## src/rtl/subleq_core_p_if.sv

```systemverilog
// Memory bus of the SUBLEQ core: one request/ack handshake carrying
// either a read (load) or a write (store).
interface subleq_core_p_if #(
  parameter int WORD_SIZE = 16
);
  logic                 req;
  logic                 ack;
  logic                 load;
  logic                 store;
  logic [WORD_SIZE-1:0] addr;
  logic [WORD_SIZE-1:0] data_out;
  logic [WORD_SIZE-1:0] data_in;

  modport master (output req, load, store, addr, data_out, input ack, data_in);
  modport slave  (input req, load, store, addr, data_out, output ack, data_in);
endinterface

```

## src/rtl/subleq_core_p.sv

```systemverilog
// Multi-cycle SUBLEQ core: mem[B] -= mem[A]; branch to C when the result
// is <= 0. One memory access per state, optional single-step pausing, and a
// halt once the PC lands in the upper half of the address space.
module subleq_core_p #(
  parameter int WORD_SIZE = 16,
  parameter int RESET_PC  = 0,
  parameter int CNT_WIDTH = 32,
  parameter bit STEP_MODE = 1'b0
) (
  input  logic                 clk,
  input  logic                 areset,
  subleq_core_p_if.master      bus,
  input  logic                 step,
  output logic                 halted,
  output logic [WORD_SIZE-1:0] pc_out,
  output logic [CNT_WIDTH-1:0] instr_count
);
  localparam logic [WORD_SIZE-1:0] PC0 = WORD_SIZE'(RESET_PC);

  typedef enum logic [3:0] {
    FETCH_A, DEREF_A, FETCH_B, DEREF_B, STORE_SUB, FETCH_C, BRANCH, PAUSE, HALT
  } state_t;

  state_t state, state_n, mem_next;

  logic [WORD_SIZE-1:0] pc, a_ptr, b_ptr, a_val, b_val, c_tgt;
  logic [WORD_SIZE-1:0] diff, pc_next, addr_c;
  logic [CNT_WIDTH-1:0] cnt;
  logic                 leq, leq_now, run;
  logic                 mem_st, req_c, xfer;

  assign diff    = b_val - a_val;
  assign leq_now = diff[WORD_SIZE-1] | (diff == '0);
  assign pc_next = leq ? c_tgt : pc + WORD_SIZE'(3);
  // run holds the bus quiet until the first edge after reset release
  assign req_c   = run & mem_st;
  assign xfer    = req_c & bus.ack;

  assign bus.req      = req_c;
  assign bus.load     = req_c & (state != STORE_SUB);
  assign bus.store    = req_c & (state == STORE_SUB);
  assign bus.addr     = req_c ? addr_c : '0;
  assign bus.data_out = (req_c && state == STORE_SUB) ? diff : '0;

  assign halted      = (state == HALT);
  assign pc_out      = pc;
  assign instr_count = cnt;

  // State register
  always_ff @(posedge clk or negedge areset) begin
    if (!areset) state <= FETCH_A;
    else         state <= state_n;
  end

  // Next state, bus address and memory-phase decode
  always_comb begin
    state_n  = state;
    mem_next = state;
    mem_st   = 1'b0;
    addr_c   = '0;
    case (state)
      FETCH_A:   begin mem_st = 1'b1; addr_c = pc;                   mem_next = DEREF_A;   end
      DEREF_A:   begin mem_st = 1'b1; addr_c = a_ptr;                mem_next = FETCH_B;   end
      FETCH_B:   begin mem_st = 1'b1; addr_c = pc + WORD_SIZE'(1);   mem_next = DEREF_B;   end
      DEREF_B:   begin mem_st = 1'b1; addr_c = b_ptr;                mem_next = STORE_SUB; end
      // C is only worth fetching when the branch will be taken
      STORE_SUB: begin mem_st = 1'b1; addr_c = b_ptr; mem_next = leq_now ? FETCH_C : BRANCH; end
      FETCH_C:   begin mem_st = 1'b1; addr_c = pc + WORD_SIZE'(2);   mem_next = BRANCH;    end
      BRANCH:    state_n = pc_next[WORD_SIZE-1] ? HALT : (STEP_MODE ? PAUSE : FETCH_A);
      PAUSE:     if (step) state_n = FETCH_A;
      default:   ;
    endcase
    if (xfer) state_n = mem_next;
  end

  // Operand capture on each completed read, PC/counter update in BRANCH
  always_ff @(posedge clk or negedge areset) begin
    if (!areset) begin
      run   <= 1'b0;
      pc    <= PC0;
      cnt   <= '0;
      a_ptr <= '0;
      b_ptr <= '0;
      a_val <= '0;
      b_val <= '0;
      c_tgt <= '0;
      leq   <= 1'b0;
    end else begin
      run <= 1'b1;
      if (xfer) begin
        case (state)
          FETCH_A:   a_ptr <= bus.data_in;
          DEREF_A:   a_val <= bus.data_in;
          FETCH_B:   b_ptr <= bus.data_in;
          DEREF_B:   b_val <= bus.data_in;
          STORE_SUB: leq   <= leq_now;
          FETCH_C:   c_tgt <= bus.data_in;
          default:   ;
        endcase
      end
      if (state == BRANCH) begin
        pc <= pc_next;
        if (cnt != '1) cnt <= cnt + CNT_WIDTH'(1);
      end
    end
  end
endmodule

```

## src/flat_wrapper.sv

```systemverilog
// flat-port wrapper written by rule: the top's interface ports become plain ports
module subleq_core_p_flat 
#(
  parameter int WORD_SIZE = 16,
  parameter int RESET_PC  = 0,
  parameter int CNT_WIDTH = 32,
  parameter bit STEP_MODE = 1'b0
)
  (clk, areset, step, halted, pc_out, instr_count, bus_req, bus_load, bus_store, bus_addr, bus_data_out, bus_ack, bus_data_in);
  subleq_core_p_if #(.WORD_SIZE(WORD_SIZE)) bus_i ();
  input  logic clk;
  input  logic areset;
  input  logic step;
  output logic halted;
  output logic [WORD_SIZE-1:0] pc_out;
  output logic [CNT_WIDTH-1:0] instr_count;
  output wire logic [$bits(bus_i.req)-1:0] bus_req;
  output wire logic [$bits(bus_i.load)-1:0] bus_load;
  output wire logic [$bits(bus_i.store)-1:0] bus_store;
  output wire logic [$bits(bus_i.addr)-1:0] bus_addr;
  output wire logic [$bits(bus_i.data_out)-1:0] bus_data_out;
  input wire logic [$bits(bus_i.ack)-1:0] bus_ack;
  input wire logic [$bits(bus_i.data_in)-1:0] bus_data_in;
  assign bus_req = bus_i.req;
  assign bus_load = bus_i.load;
  assign bus_store = bus_i.store;
  assign bus_addr = bus_i.addr;
  assign bus_data_out = bus_i.data_out;
  assign bus_i.ack = bus_ack;
  assign bus_i.data_in = bus_data_in;
  subleq_core_p #(.WORD_SIZE(WORD_SIZE), .RESET_PC(RESET_PC), .CNT_WIDTH(CNT_WIDTH), .STEP_MODE(STEP_MODE)) u_core (.clk(clk), .areset(areset), .bus(bus_i), .step(step), .halted(halted), .pc_out(pc_out), .instr_count(instr_count));
endmodule
```

## config.mk

```make
export PLATFORM = sky130hd
export DESIGN_NAME = subleq_core_p_flat
export DESIGN_NICKNAME = d
export VERILOG_FILES = /design/src/rtl/subleq_core_p_if.sv /design/src/rtl/subleq_core_p.sv /design/src/flat_wrapper.sv
export SDC_FILE = /design/constraint.sdc
export NUM_CORES = 1
export LEC_CHECK = 0
export ABC_CLOCK_PERIOD_IN_PS = 5600
export CAP_MARGIN = 30
export CORE_MARGIN = 1
export CORE_UTILIZATION = 60
export DETAILED_ROUTE_END_ITERATION = 12
export PLACE_DENSITY = 0.86
export SYNTH_ARGS = -nofsm -noshare
export SYNTH_HDL_FRONTEND = slang
export SYNTH_SLANG_ARGS = --single-unit
export TNS_END_PERCENT = 1
```

## constraint.sdc

```tcl
create_clock -name clk -period 5.6 [get_ports clk]
set_clock_uncertainty 0.2 [all_clocks]
set_input_delay 1.12 -clock clk [delete_from_list [all_inputs] [get_ports clk]]
set_output_delay 1.12 -clock clk [all_outputs]
set_load 0.02 [all_outputs]
```

# After elaboration in Yosys (flattened, before gate mapping)
# Index checks and enable logic that the tools add are counted.
# Widths: inputs -> output; s select.
[totals] regBits=134 input_bits=20 out_inout_bits=84
[op_classes] add_sub_neg=5 n_eq_ne=12 muxes=11 bitwise_logic=5 reduce_logical=14
[ops] operator="$pmux 16 s5" count=1
[ops] operator="$mux 16" count=3
[ops] operator="$add 16x2->16 const B" count=2
[ops] operator="$add 32x1->32 const B" count=1
[ops] operator="$ne 32x32->1 const B" count=1
[ops] operator="$pmux 4 s6" count=1
[ops] operator="$add 16x1->16 const B" count=1
[ops] operator="$eq 4x3->1 const B" count=4
[ops] operator="$logic_not 16->1" count=1
[ops] operator="$sub 16x16->16" count=1
[ops] operator="$reduce_and 2->1" count=7
[ops] operator="$mux 4" count=3
[ops] operator="$eq 4x2->1 const B" count=2
[ops] operator="$pmux 4 s2" count=1
[ops] operator="$ne 7x7->1 const B" count=1
[ops] operator="$reduce_or 6->1" count=1
[ops] operator="$and 1x1->1" count=4
[ops] operator="$eq 4x1->1 const B" count=1
[ops] operator="$eq 4x4->1 const B" count=1
[ops] operator="$logic_not 4->1" count=1
[ops] operator="$ne 4x3->1 const B" count=1
[ops] operator="$ne 3x2->1 const B" count=1
[ops] operator="$reduce_and 3->1" count=1
[ops] operator="$reduce_bool 3->1" count=1
[ops] operator="other kinds (5)" count=5

# Logic depth before layout (Yosys ltp)
# Gate-level depths: netlist of the first run.
[logic_depth] ltp_word=7 mapped_depth=11 depth_no_buf=11

# Least setup slack after synthesis of the first run
# OpenSTA, ideal clock, no wires.
[synth_path] path_type="register -> output" startpoint="register u_core.b_val[0]" endpoint="output port bus_data_out[14]" arrival_time_ns=2.199 required_ns=4.280 path_slack_ns=2.081 stages_incl_launch_ff=11 path_cell_list="dfrtp_1 -> inv_1 -> ha_1 -> inv_1 -> fa_1 -> a211oi_2 -> o31ai_2 -> o2111a_1 -> o21ai_0 -> xnor2_1 -> and2_1"
[synth_between] elab_chain_len=2
[synth_lines] element="from (decl)" line_no="subleq_core_p.sv:26" text="logic [WORD_SIZE-1:0] pc, a_ptr, b_ptr, a_val, b_val, c_tgt;"
[synth_lines] element="from (signal assigned)" line_no="subleq_core_p.sv:95" text="DEREF_B: b_val <= bus.data_in;"
[synth_lines] element="$sub 16x16->16" line_no="subleq_core_p.sv:32" text="assign diff = b_val - a_val;"
[synth_lines] element="$mux 16" line_no="subleq_core_p.sv:43" text="assign bus.data_out = (req_c && state == STORE_SUB) ? diff : '0;"
[synth_lines] element="to (decl)" line_no="flat_wrapper.sv:21" text="output wire logic [$bits(bus_i.data_out)-1:0] bus_data_out;"
# Every way passes these cells.

# Final worst setup path of the first run
[layout_path] startpoint="register u_core.state[1]" endpoint="output port bus_addr[8]"
[layout_between] elab_chain_len=5
[layout_lines] element="from (decl)" line_no="subleq_core_p.sv:24" text="state_t state, state_n, mem_next;"
[layout_lines] element="from (signal assigned)" line_no="subleq_core_p.sv:52" text="else state <= state_n;"
[layout_lines] element="$eq 4x1->1 (tied with other cells)" line_no="subleq_core_p.sv:61" text="case (state)"
[layout_lines] element="$reduce_or 6->1 (no line)"
[layout_lines] element="$mux 1" line_no="subleq_core_p.sv:61"
[layout_lines] element="$and 1x1->1" line_no="subleq_core_p.sv:36" text="assign req_c = run & mem_st;"
[layout_lines] element="$mux 16 *" line_no="subleq_core_p.sv:42" text="assign bus.addr = req_c ? addr_c : '0;"
[layout_lines] element="to (decl)" line_no="flat_wrapper.sv:20" text="output wire logic [$bits(bus_i.addr)-1:0] bus_addr;"
# Mark *: on every way between the ends. The rest lies on a longest branch, timed or not.

==> results of run 1 <==
## flip-flops by register name (all words and copies together) (netlist names)
register,flops
u_core.leq,1
u_core.a_val,16
u_core.a_ptr,16
u_core.state,4
u_core.instr_count,32
u_core.c_tgt,16
u_core.run,1
u_core.pc_out,16
u_core.b_val,16
u_core.b_ptr,16
## final timing paths
check | start | end
max | u_core.state[1]$_DFFE_PN0P_ | bus_addr[8]
min | u_core.instr_count[8]$_DFFE_PN0P_ | u_core.instr_count[8]$_DFFE_PN0P_
max reg2reg | u_core.state[3]$_DFFE_PN0P_ | u_core.b_val[2]$_DFFE_PN0P_
min reg2reg | u_core.instr_count[8]$_DFFE_PN0P_ | u_core.instr_count[8]$_DFFE_PN0P_
max in group asynchronous | areset | u_core.b_val[9]$_DFFE_PN0P_
min in group asynchronous | areset | u_core.state[2]$_DFFE_PN0P_
## per-layer routing
metal	track usage [%]	share of wire [%]	vias to the layer above
li1	-	-	2990
met1	42.9	41	3353
met2	55.8	49	364
met3	7.83	7.3	63
met4	15.4	3.1	0
met5	0	0	-
## cell families after synthesis
logic type      after synthesis  share of synthesized area [%]
simple gates                244                           15.8
mux                          83                           12.2
buf+inv                      77                           4.16
fa+ha+maj                    22                           3.72
compound gates              171                           14.9
other cells                   1                         0.0493
flops                       134                           44.1
xor+xnor                     44                           5.06
## final cells by class
type / count / area share (%)
Clock inverter: 13 / 2.28
Clock buffer: 19 / 4.72
Tap cell: 168 / 2.24
Sequential cell: 134 / 35.7
Timing Repair Buffer: 110 / 11.5
Inverter: 39 / 1.56
Multi-Input combinational cell: 565 / 42.0
## cells in the mapped netlist (3+ instances only)
master / n / area, sq um
nand4_1: 14 / 87.6
buf_2: 13 / 65.1
and2_1: 5 / 31.3
mux2i_1: 3 / 30.0
inv_1: 39 / 146
ha_1: 21 / 263
o2bb2ai_1: 3 / 26.3
dfrtp_1: 134 / 3350
a21o_1: 5 / 37.5
mux2_2: 80 / 901
a211oi_1: 3 / 22.5
nand2b_1: 7 / 43.8
xnor2_1: 30 / 263
a31oi_1: 7 / 43.8
nor2_1: 57 / 214
xor2_1: 14 / 123
and3_1: 10 / 62.6
a21oi_1: 52 / 260
nand2_1: 53 / 199
o31ai_1: 3 / 22.5
nor4_1: 8 / 50.1
a22oi_1: 11 / 82.6
a222oi_1: 5 / 50.1
nor3_1: 31 / 155
nand3_1: 30 / 150
o21a_1: 5 / 37.5
and4_1: 3 / 26.3
a221oi_1: 5 / 43.8
buf_4: 3 / 22.5
or2_2: 4 / 25.0
o21ai_0: 34 / 170
nor2b_1: 10 / 62.6
o221ai_1: 3 / 26.3
clkbuf_1: 21 / 78.8
o22ai_1: 5 / 31.3
## cells in the final DEF (no fill, tap or decap), drive strengths merged, types with 4 or more instances in the layout
master         count
xnor2             30
nand4             14
nor4               8
a31oi              7
buf                8
bufinv             5
clkdlybuf4s50    102
dfrtp            134
a21o               5
or2                5
and3              10
xor2              14
nand2b             8
nor2              58
nor3              31
nor2b             10
a22oi             11
a222oi             5
o22ai              5
nand3             30
and2               6
and4               4
clkbuf            19
inv               44
o21ai             35
a211oi             4
a21oi             53
o21a               5
o31ai              4
a221oi             5
nand2             54
ha                21
mux2              80
## worst reg2reg max path: cells and delay by family (launching register included)
family	cells	cell delay, ns
buffers and inverters	1	0.16
and+or+nand+nor	4	1.71
AOI/OAI and AO/OA	1	0.40
muxes	1	0.44
DFF	1	0.55
## metrics by stage
stage                     area [sq um]  hold slack [ns]  util [%]
after CTS                         9390            0.306      76.9
after global routing              9390            0.324      76.9
after floorplan                   7610            0.270         -
after detailed placement          8740            0.291      71.5
final                             9390            0.303      76.9
after global placement            8740            0.278      71.5
## power breakdown
group	internal [mW]	switching (mW)
registers	1.30	0.364
clock network	0.808	0.441
logic	1.06	1.36
total	3.16	2.16
==> results.json, run 1 <==
{
  "clock_sinks": 134,
  "place_inst": 1016,
  "worstPathArrival_ns": 3.62,
  "crit_cells": 8,
  "crit_path_end_kind": "primary output",
  "finalHoldViolCount": 0,
  "cts-hold-fix-buffers": 0,
  "crit_chain": "nand2b_1 -> nor3_1 -> a22oi_1 -> or2_2 -> nor2_1 -> o21ai_0 -> a21oi_1 -> clkdlybuf4s50_1",
  "cp_slowest_cell": "dfrtp_1",
  "grt_overflow": 0,
  "synth-edff-count": 0,
  "grt_pass1_wl_mm": 34.0,
  "num_vias": 6770,
  "setup_violations": 0,
  "fill_cells": 836,
  "p_leak_nw": 4.09,
  "grt_pass1_vias": 6662,
  "start_util_pct": 62.3,
  "synth_cell_types": 72,
  "cts_setup_buffers": 0,
  "power_density_nw_per_um2": 567,
  "min_path_type": "register to register",
  "relSlewSlack_pct": 32.2,
  "crit_required_ns": 4.28,
  "async_reset_ff_share_pct": 100,
  "ys_seq_area_share_pct": 44.1,
  "die_area_sq_um": 13100,
  "synthFlopType": "dfrtp_1",
  "multi_input_area_sq_um": 3950,
  "clock_latency_ns": 0.43,
  "grt_max_degree": 50,
  "cts_max_path_buffers": 2,
  "syn_inst": 776,
  "h-tree-depth": 4,
  "wirelength_mm": 21.3,
  "core_area_sq_um": 12200,
  "status": "completed",
  "io_buffers": 103,
  "worstSetupPathType": "register to primary output",
  "rsz0062_at_grt": "no",
  "rrSetupSlack_ns": 2.03,
  "synthesis.area_sq_um": 7610,
  "min_period_over_period_pct": 88.3,
  "grt_use_total_pct": 34.0,
  "grt_antenna_before_repair": 0,
  "fin_cells": 1048,
  "drt_iter0_markers": 758,
  "critPathTopFamily": "simple AND/OR/NAND/NOR gates",
  "syn2layout_area_growth_pct": 23.4,
  "fin_total_pwr_mw": 5.32,
  "avgSynthCellArea_sq_um": 9.81,
  "tns_ns": 0,
  "synthesis.nets": 818,
  "drc_errors": 0,
  "cts_root_buf": "clkbuf_16",
  "finalWorstSetupSlack_ns": 0.656,
  "worst_pin_slew_ns": 1.02,
  "place.gp.congestion": 0.944,
  "fmax_mhz": 202,
  "start_kind": "register",
  "cts_resized": 0,
  "die_y_um": 115,
  "viasPerCell": 6.46,
  "path_max_fanout": 18,
  "vdd_drop_max_uv": 310,
  "drv_slew": 0,
  "wire_per_inst_um": 20.3,
  "fin_nets": 909,
  "io_pins": 104,
  "regArea_sq_um": 3350,
  "rr_worst_depth": 7,
  "critPathBufInv": 1,
  "fp-row-count": 40,
  "n_antenna_cell": 0,
  "yosys_register_bits": 134,
  "clk_pin_slew_ns": 0.06,
  "finalCriticalPeriod_ns": 4.94,
  "drive_above_1_share_pct": 15.3,
  "hpwl_mm": 14.6,
  "pre_cts_ws_ns": 1.22,
  "cp_slowest_stage_delay_ns": 0.69,
  "die_w_um": 115,
  "yosys_warnings": 0,
  "cts_tree": "built",
  "maxCapViolations": 0,
  "cts_buffers": 17,
  "drtAntennaViolNets": 0,
  "first_pass_iters": 6,
  "whs_path_depth": 1
}
No activity file was read; power rests on OpenSTA's default activity.
==> run 2: changes to the inputs <==
CORE_MARGIN = not set   (was 1)
SKIP_LAST_GASP = 1   (was not set)
==> results of run 2 <==
No change in the layout: final DEF, timing and power equal those of run 1.
==> run 3: changes to the inputs <==
CELL_PAD_IN_SITES_DETAIL_PLACEMENT = 1   (was not set)
CELL_PAD_IN_SITES_GLOBAL_PLACEMENT = 1   (was not set)
CORE_UTILIZATION = 46   (was 60)
PLACE_DENSITY = not set   (was 0.86)
PLACE_DENSITY_LB_ADDON = 0.1   (was not set)
==> run 3 against run 2 <==
First-iteration DRC count shrank 47%. Largest power group unchanged. Utilization shrank 18 points. Fmax grew 0.50%. Cell area grew 0.43%. Flip-flop and latch count is the same. Combinational power grew 2%. Register-to-register slack lost 0.04 ns.
==> results.json, run 3 (synthesis gave the netlist of run 1 again) <==
{
  "cts-hold-fix-buffers": 0,
  "fin_cells": 1096,
  "grt_pass1_vias": 6923,
  "grt_util_met1_pct": 35.2,
  "die_w_um": 131,
  "crit_path_end_kind": "primary output",
  "io_pins": 104,
  "status": "completed",
  "n_antenna_cell": 0,
  "fill_cells": 1822,
  "startpoint": "u_core.state[1]$_DFFE_PN0P_",
  "die_y_um": 131,
  "die_area_sq_um": 17100,
  "fin_nets": 909,
  "clock_sinks": 134,
  "cts_buffers": 17,
  "core_area_sq_um": 16000,
  "cts_max_path_buffers": 2,
  "worst_pin_slew_ns": 1.02,
  "fp-row-count": 46,
  "cts_tree": "built",
  "wire_per_inst_um": 21.5,
  "power_density_nw_per_um2": 567,
  "vdd_drop_max_uv": 282,
  "crit_required_ns": 4.28,
  "layout_commonest_cell": "dfrtp_1",
  "hpwl_mm": 16.9,
  "fmax_mhz": 203,
  "finalHoldViolCount": 0,
  "drive_above_1_share_pct": 15.5,
  "final_core_util_pct": 59.0,
  "cts_root_buf": "clkbuf_16",
  "grt_max_degree": 58,
  "min_path_type": "register to register",
  "crit_chain": "nand2b_1 -> nor3_1 -> a22oi_1 -> or2_2 -> nor2_1 -> a222oi_1 -> a21oi_1 -> clkdlybuf4s50_1",
  "grt_antenna_before_repair": 0,
  "maxCapViolations": 0,
  "clk_pin_slew_ns": 0.07,
  "io_buffers": 103,
  "place.gp.congestion": 0.878,
  "r2r_start": "u_core.state[3]$_DFFE_PN0P_",
  "min_period_over_period_pct": 87.8,
  "gr-usage-met2_pct": 50.3,
  "worstPathArrival_ns": 3.60,
  "final_cell_mix": "134 x dfrtp_1, 102 x clkdlybuf4s50_1, 80 x mux2_2",
  "drtAntennaViolNets": 0,
  "rsz0062_at_grt": "no",
  "place_inst": 1064,
  "largest_reg_flops": 32,
  "cts_resized": 0,
  "pre_cts_ws_ns": 1.19,
  "cp_slowest_stage_delay_ns": 0.69,
  "tns_ns": 0,
  "syn2layout_area_growth_pct": 24.0,
  "h-tree-depth": 4,
  "drv_slew": 0,
  "top_usage_layer": "met2",
  "finalCriticalPeriod_ns": 4.92,
  "num_vias": 6582,
  "grt_overflow": 0,
  "setup_violations": 0,
  "grt_use_total_pct": 29.2,
  "drc_errors": 0,
  "clock_latency_ns": 0.43,
  "drt_iter0_markers": 403,
  "start_util_pct": 47.6,
  "finalWorstSetupSlack_ns": 0.681,
  "grt_pass1_wl_mm": 37.5,
  "path_max_fanout": 18,
  "p_leak_nw": 4.09,
  "wirelength_mm": 23.6,
  "gr-usage-met3_pct": 5.82,
  "viasPerCell": 6.01,
  "cp_slowest_cell": "dfrtp_1",
  "relSlewSlack_pct": 31.7,
  "worstSetupPathType": "register to primary output",
  "start_kind": "register",
  "cts_setup_buffers": 0,
  "worstHoldStart": "u_core.instr_count[14]$_DFFE_PN0P_",
  "first_pass_iters": 6
}
run 3: changes by cell type in the layout (fill, tap and decap cells not counted):
cell / delta
inv_8: +5
bufinv_16: -2
clkinvlp_4: -2
clkbuf_1: -1
clkbuf_8: -1
clkinv_4: +1
clkinv_8: +1
inv_6: -1
run 3: worst paths after layout:
path,to,slack (ns),cells after the start
worst max register to register,u_core.b_val[12]$_DFFE_PN0P_,1.99,7
min in group asynchronous,u_core.state[2]$_DFFE_PN0P_,0.46,1
worst min-delay path,u_core.instr_count[14]$_DFFE_PN0P_,0.30,1
worst min register to register,u_core.instr_count[14]$_DFFE_PN0P_,0.30,1
max in group asynchronous,u_core.instr_count[24]$_DFFE_PN0P_,3.60,2
worst max-delay path,bus_addr[12],0.68,8
run 3: final cells by class:
cell class              count  area [sq um]  area share [%]
multi-input cells         565          3950            41.8
clock buffers              17           425            4.51
flip-flops and latches    134          3350            35.5
repair buffers            110          1080            11.5
well taps                 216           270            2.87
clock inverters            15           211            2.24
inverters                  39           146            1.55
run 3: per-stage QoR:
stage	power [mW]	hold slack (ns)	cell area [sq um]
after floorplan	3.26	0.270	7610
after global placement	3.97	0.279	8800
after detailed placement	4.10	0.287	8800
after CTS	5.36	0.299	9430
after global routing	5.68	0.317	9430
final	5.35	0.299	9430
run 3: worst max-delay path, delay by kind of cell (launching register included):
| kind | cells | cell delay (ns) |
|---|---|---|
| compound gates | 3 | 0.52 |
| buf+inv | 1 | 0.66 |
| flops | 1 | 0.69 |
| simple gates | 4 | 1.28 |
run 3: routing by layer:
| layer | part of all wire (%) | wire, um |
|---|---|---|
| met1 | 42 | 9910 |
| met2 | 50 | 11900 |
| met3 | 4.1 | 971 |
| met4 | 3.4 | 811 |
| met5 | 0 | 0 |
run 3: power breakdown:
group / internal [mW] / leakage, nW / switching, mW / total [mW]
sequential: 1.29 / 1.76 / 0.375 / 1.67
combinational: 1.06 / 2.01 / 1.39 / 2.46
clock: 0.724 / 0.315 / 0.496 / 1.22
==> variant 1: new RTL, config.mk and constraints of run 2 <==
`CNT_WIDTH` is set to 32 in 2 places; all go to 24.
--- a/src/rtl/subleq_core_p.sv
+++ b/src/rtl/subleq_core_p.sv
@@ -6,3 +6,3 @@
   parameter int RESET_PC  = 0,
-  parameter int CNT_WIDTH = 32,
+  parameter int CNT_WIDTH = 24,
   parameter bit STEP_MODE = 1'b0
--- a/src/flat_wrapper.sv
+++ b/src/flat_wrapper.sv
@@ -5,3 +5,3 @@
   parameter int RESET_PC  = 0,
-  parameter int CNT_WIDTH = 32,
+  parameter int CNT_WIDTH = 24,
   parameter bit STEP_MODE = 1'b0
Ports: changed (resized instr_count); port bits go from 104 to 96. The function was not compared with the original's and may differ.
==> variant 1 against run 2 <==
Utilization down 1.1 points. Wire length down 3.9%. Sequential cell count down 8. Synthesized area down 3.6%. Total power up 0.55%. Design area down 3.5%. Worst setup slack worse by 0.11 ns. Synthesized cell count down 3.2%.
==> variant 1: results (changes against run 2) <==
\begin{tabular}{lr}
\hline
Metric & Value \\
\hline
\multicolumn{2}{l}{\textbf{Routing}} \\
Vias per Instance & 6.52 (was 6.46) \\
Detailed-routing iteration count for the pre-antenna-repair pass & 5 (was 6) \\
Number of DRC markers in iteration 0 & 618 (was 758) \\
\multicolumn{2}{l}{\textbf{Placement}} \\
Placed wire-length estimate & 14,200 um (was 14,600 um) \\
Placed cell area & 0.00835 mm\^{}2 (was 0.00874 mm\^{}2) \\
Placed cell count & 960 (was 1,016) \\
\multicolumn{2}{l}{\textbf{Finish}} \\
Share of layout cells above drive strength 1 & 16.2\% (was 15.3\%) \\
Total number of nets in the final design & 873 (was 909) \\
\multicolumn{2}{l}{\textbf{Logic synthesis}} \\
Xor and xnor fraction of the mapped netlist area & 4.78\% (was 5.06\%) \\
Fraction of the mapped netlist area in adder cells & 3.69\% (was 3.72\%) \\
Cell variety after synth & 70 (was 72) \\
Most used standard cells in the synthesized netlist & sky130\_fd\_sc\_hd\_\_dfrtp\_1 (126), sky130\_fd\_sc\_hd\_\_mux2\_2 (80), sky130\_fd\_sc\_hd\_\_nor2\_1 (67), sky130\_fd\_sc\_hd\_\_nand2\_1 (57), sky130\_fd\_sc\_hd\_\_a21oi\_1 (44) (was sky130\_fd\_sc\_hd\_\_dfrtp\_1 (134), sky130\_fd\_sc\_hd\_\_mux2\_2 (80), sky130\_fd\_sc\_hd\_\_nor2\_1 (57), sky130\_fd\_sc\_hd\_\_nand2\_1 (53), sky130\_fd\_sc\_hd\_\_a21oi\_1 (52)) \\
\multicolumn{2}{l}{\textbf{Global routing}} \\
First-pass GRT wire length & 33,000 um (was 34,000 um) \\
Via count of the first global-routing pass & 6,300 (was 6,662) \\
Largest net degree at the start of global routing & 71 (was 50) \\
Overall global routing resource usage & 33.9\% (was 34.0\%) \\
\multicolumn{2}{l}{\textbf{Setup path}} \\
Maximum fanout count along the critical path & 6 (was 18) \\
Critical Path End & bus\_data\_out[15] (was bus\_addr[8]) \\
Delay of the slowest cell on the worst path & 0.76 ns (was 0.69 ns) \\
Count of cells along the worst register-to-register path & 10 (was 7) \\
Cell type of the slowest stage on the worst timing path & sky130\_fd\_sc\_hd\_\_o311ai\_0 (was sky130\_fd\_sc\_hd\_\_dfrtp\_1) \\
Origin of the critical flop-to-flop path & u\_core.b\_val[0]\$\_DFFE\_PN0P\_ (was u\_core.state[3]\$\_DFFE\_PN0P\_) \\
\multicolumn{2}{l}{\textbf{STA}} \\
Actual slew at the worst max-slew pin & 0.910 ns (was 1.02 ns) \\
Post-layout worst setup margin & 0.543 ns (was 0.656 ns) \\
\multicolumn{2}{l}{\textbf{Status}} \\
Run status & finished, final reports clean (unchanged) \\
\multicolumn{2}{l}{\textbf{Min path}} \\
Startpoint of the worst hold path & u\_core.instr\_count[7]\$\_DFFE\_PN0P\_ (was u\_core.instr\_count[8]\$\_DFFE\_PN0P\_) \\
\hline
\end{tabular}
[variant 1: changes by cell type in the layout (fill, tap and decap cells not counted), sizes merged, moves of 7 or more]
cell	change
o21ai	+9
dfrtp	-8
a21oi	-7
inv	-14
clkdlybuf4s50	-8
nor2	+10
nor3	-16
nand3	-11
[variant 1: per-layer routing]
layer  up-vias  part of all wire (%)  GRT usage (%)
li1       2858                     -              -
met1      3222                    41           44.4
met2       322                    48           53.0
met3        68                   7.3           7.29
met4         0                   3.7           17.9
met5         -                     0              0
[variant 1: final cells by class]
class / instances / area (um^2) / area share, %
multi-input cells: 556 / 3900 / 43.0
inverters: 29 / 109 / 1.20
well taps: 147 / 184 / 2.03
clock buffers: 23 / 488 / 5.38
clock inverters: 9 / 226 / 2.50
flip-flops and latches: 126 / 3150 / 34.8
repair buffers: 102 / 1000 / 11.1
==> variant 2: new RTL, settings of run 2 <==
Made on the original files. The 9 states of `state_t` get a one-hot encoding in 9 bits.
--- a/src/rtl/subleq_core_p.sv
+++ b/src/rtl/subleq_core_p.sv
@@ -19,4 +19,4 @@
 
-  typedef enum logic [3:0] {
-    FETCH_A, DEREF_A, FETCH_B, DEREF_B, STORE_SUB, FETCH_C, BRANCH, PAUSE, HALT
+  typedef enum logic [8:0] {
+    FETCH_A = 9'b000000001, DEREF_A = 9'b000000010, FETCH_B = 9'b000000100, DEREF_B = 9'b000001000, STORE_SUB = 9'b000010000, FETCH_C = 9'b000100000, BRANCH = 9'b001000000, PAUSE = 9'b010000000, HALT = 9'b100000000
   } state_t;
Formal check against the unedited RTL: no difference found for any inputs over 10 cycles, from zero or initial values and one cycle with areset low; not proved beyond that.
==> variant 2 against run 2 <==
Total power decreased by 11%. Die area up 2.2%. Sequential power shrank 5%. Combinational power down 14%. Maximum frequency decreased by 0.64%. Wire length grew 0.66%. Utilization shrank 1.3 points. Register-to-register slack lost 0.46 ns. Synthesized cell count grew 0.90%. Design area rose by 1.5%. Worst setup slack lost 0.032 ns. Synthesized area rose by 2.2%. Sequential cell count up 4. Critical path type unchanged. Critical endpoint is now bus_addr[7].
==> variant 2: results (changes against run 2) <==
\begin{tabular}{lr}
\hline
Metric & Value \\
\hline
\multicolumn{2}{l}{\textbf{Routing}} \\
Total length of routed wires & 21,400 um (was 21,300 um) \\
\multicolumn{2}{l}{\textbf{Placement}} \\
Placed wire-length estimate & 15,100 um (was 14,600 um) \\
Routability Congestion & 0.957 (was 0.944) \\
Number of port buffers & 102 (was 103) \\
\multicolumn{2}{l}{\textbf{Finish}} \\
Layout Cells excl Fill & 1,066 (was 1,048) \\
Share of layout cells above drive strength 1 & 14.6\% (was 15.3\%) \\
\multicolumn{2}{l}{\textbf{Power}} \\
Leakage power summed over all cells & 4.12 nW (was 4.09 nW) \\
Maximum vdd drop & 0.271 mV (was 0.310 mV) \\
\multicolumn{2}{l}{\textbf{Global routing}} \\
Via count of the first global-routing pass & 6,494 (was 6,662) \\
Overall global routing resource usage & 33.4\% (was 34.0\%) \\
Largest net degree at the start of global routing & 73 (was 50) \\
Met3 Use GR & 7.53\% (was 7.83\%) \\
\multicolumn{2}{l}{\textbf{Setup path}} \\
Maximum fanout count along the critical path & 11 (was 18) \\
Cell type of the slowest stage on the worst timing path & sky130\_fd\_sc\_hd\_\_o41ai\_2 (was sky130\_fd\_sc\_hd\_\_dfrtp\_1) \\
Origin of the critical flop-to-flop path & u\_core.state[0]\$\_DFFE\_PN1P\_ (was u\_core.state[3]\$\_DFFE\_PN0P\_) \\
\multicolumn{2}{l}{\textbf{Logic synthesis}} \\
Post-synthesis net count & 824 (was 818) \\
Top post-synthesis cells by area & sky130\_fd\_sc\_hd\_\_dfrtp\_1 (44\%), sky130\_fd\_sc\_hd\_\_mux2\_2 (9.6\%), sky130\_fd\_sc\_hd\_\_xnor2\_1 (3.9\%), sky130\_fd\_sc\_hd\_\_a21oi\_1 (3.3\%), sky130\_fd\_sc\_hd\_\_ha\_1 (3.2\%) (was sky130\_fd\_sc\_hd\_\_dfrtp\_1 (44\%), sky130\_fd\_sc\_hd\_\_mux2\_2 (12\%), sky130\_fd\_sc\_hd\_\_ha\_1 (3.5\%), sky130\_fd\_sc\_hd\_\_xnor2\_1 (3.5\%), sky130\_fd\_sc\_hd\_\_a21oi\_1 (3.4\%)) \\
Post-Syn Area per Cell & 9.94 um\^{}2 (was 9.81 um\^{}2) \\
\multicolumn{2}{l}{\textbf{Status}} \\
Run status & finished, final reports clean (unchanged) \\
\multicolumn{2}{l}{\textbf{STA}} \\
Tightest slew margin relative to the limit & 32.0\% (was 32.2\%) \\
\hline
\end{tabular}
-- variant 2: power breakdown --
part	internal [W]	switching [W]	leakage (nW)
Combinational	0.000909	0.00117	2.03
Clock	0.000628	0.000466	0.278
Sequential	0.00128	0.000302	1.81
Total	0.00282	0.00194	4.12
-- variant 2: cell families after synthesis --
family / Yosys count / share of synthesized area, %
AND/OR/NAND/NOR: 258 / 17.2
AO/OA/AOI/OAI: 164 / 13.2
flip-flops: 138 / 44.4
multiplexers: 86 / 12.8
buffers and inverters: 68 / 3.54
XOR/XNOR: 47 / 5.29
adder cells (fa/ha/maj): 21 / 3.47
other: 1 / 0.0482
-- variant 2: area by class of cell --
cell class / count / area [um^2] / area share (%)
Multi-Input combinational cell: 577 / 4050 / 42.5
Sequential cell: 138 / 3450 / 36.2
Timing Repair Buffer: 111 / 1100 / 11.5
Clock buffer: 17 / 425 / 4.46
Tap cell: 172 / 215 / 2.26
Clock inverter: 15 / 158 / 1.65
Inverter: 35 / 131 / 1.38
Antenna cell: 1 / 2.50 / 0.0262
-- variant 2: per-stage QoR --
step | hold WS [ns] | utilization [%] | worst slack, ns
after floorplan | 0.264 | - | 1.99
final | 0.305 | 75.6 | 0.625
after CTS | 0.305 | 75.6 | 0.677
after global placement | 0.280 | 70.7 | 1.15
after global routing | 0.313 | 75.6 | 0.518
after detailed placement | 0.293 | 70.9 | 1.13
-- variant 2: routing by layer --
layer	vias up	wire, um
li1	3037	-
met4	0	712
met1	3281	8910
met3	53	1490
met2	284	10300
met5	-	0
-- variant 2: path summary, 6_finish.rpt --
kind	to	slack, ns	cells after the start
worst max-delay path	bus_addr[7]	0.62	7
max in group asynchronous	u_core.c_tgt[1]$_DFFE_PN0P_	3.52	2
min in group asynchronous	u_core.instr_count[15]$_DFFE_PN0P_	0.64	1
worst min-delay path	u_core.b_val[5]$_DFFE_PN0P_	0.30	1
worst min register to register	u_core.b_val[5]$_DFFE_PN0P_	0.30	1
worst max register to register	u_core.b_val[1]$_DFFE_PN0P_	1.57	8
-- variant 2: worst register-to-register path, delay by kind of cell (launching register included) --
kind	cells	cell delay, ns
AND/OR/NAND/NOR	5	1.64
AO/OA/AOI/OAI	1	0.96
flip-flops	1	0.63
multiplexers	1	0.41
buffers and inverters	1	0.09
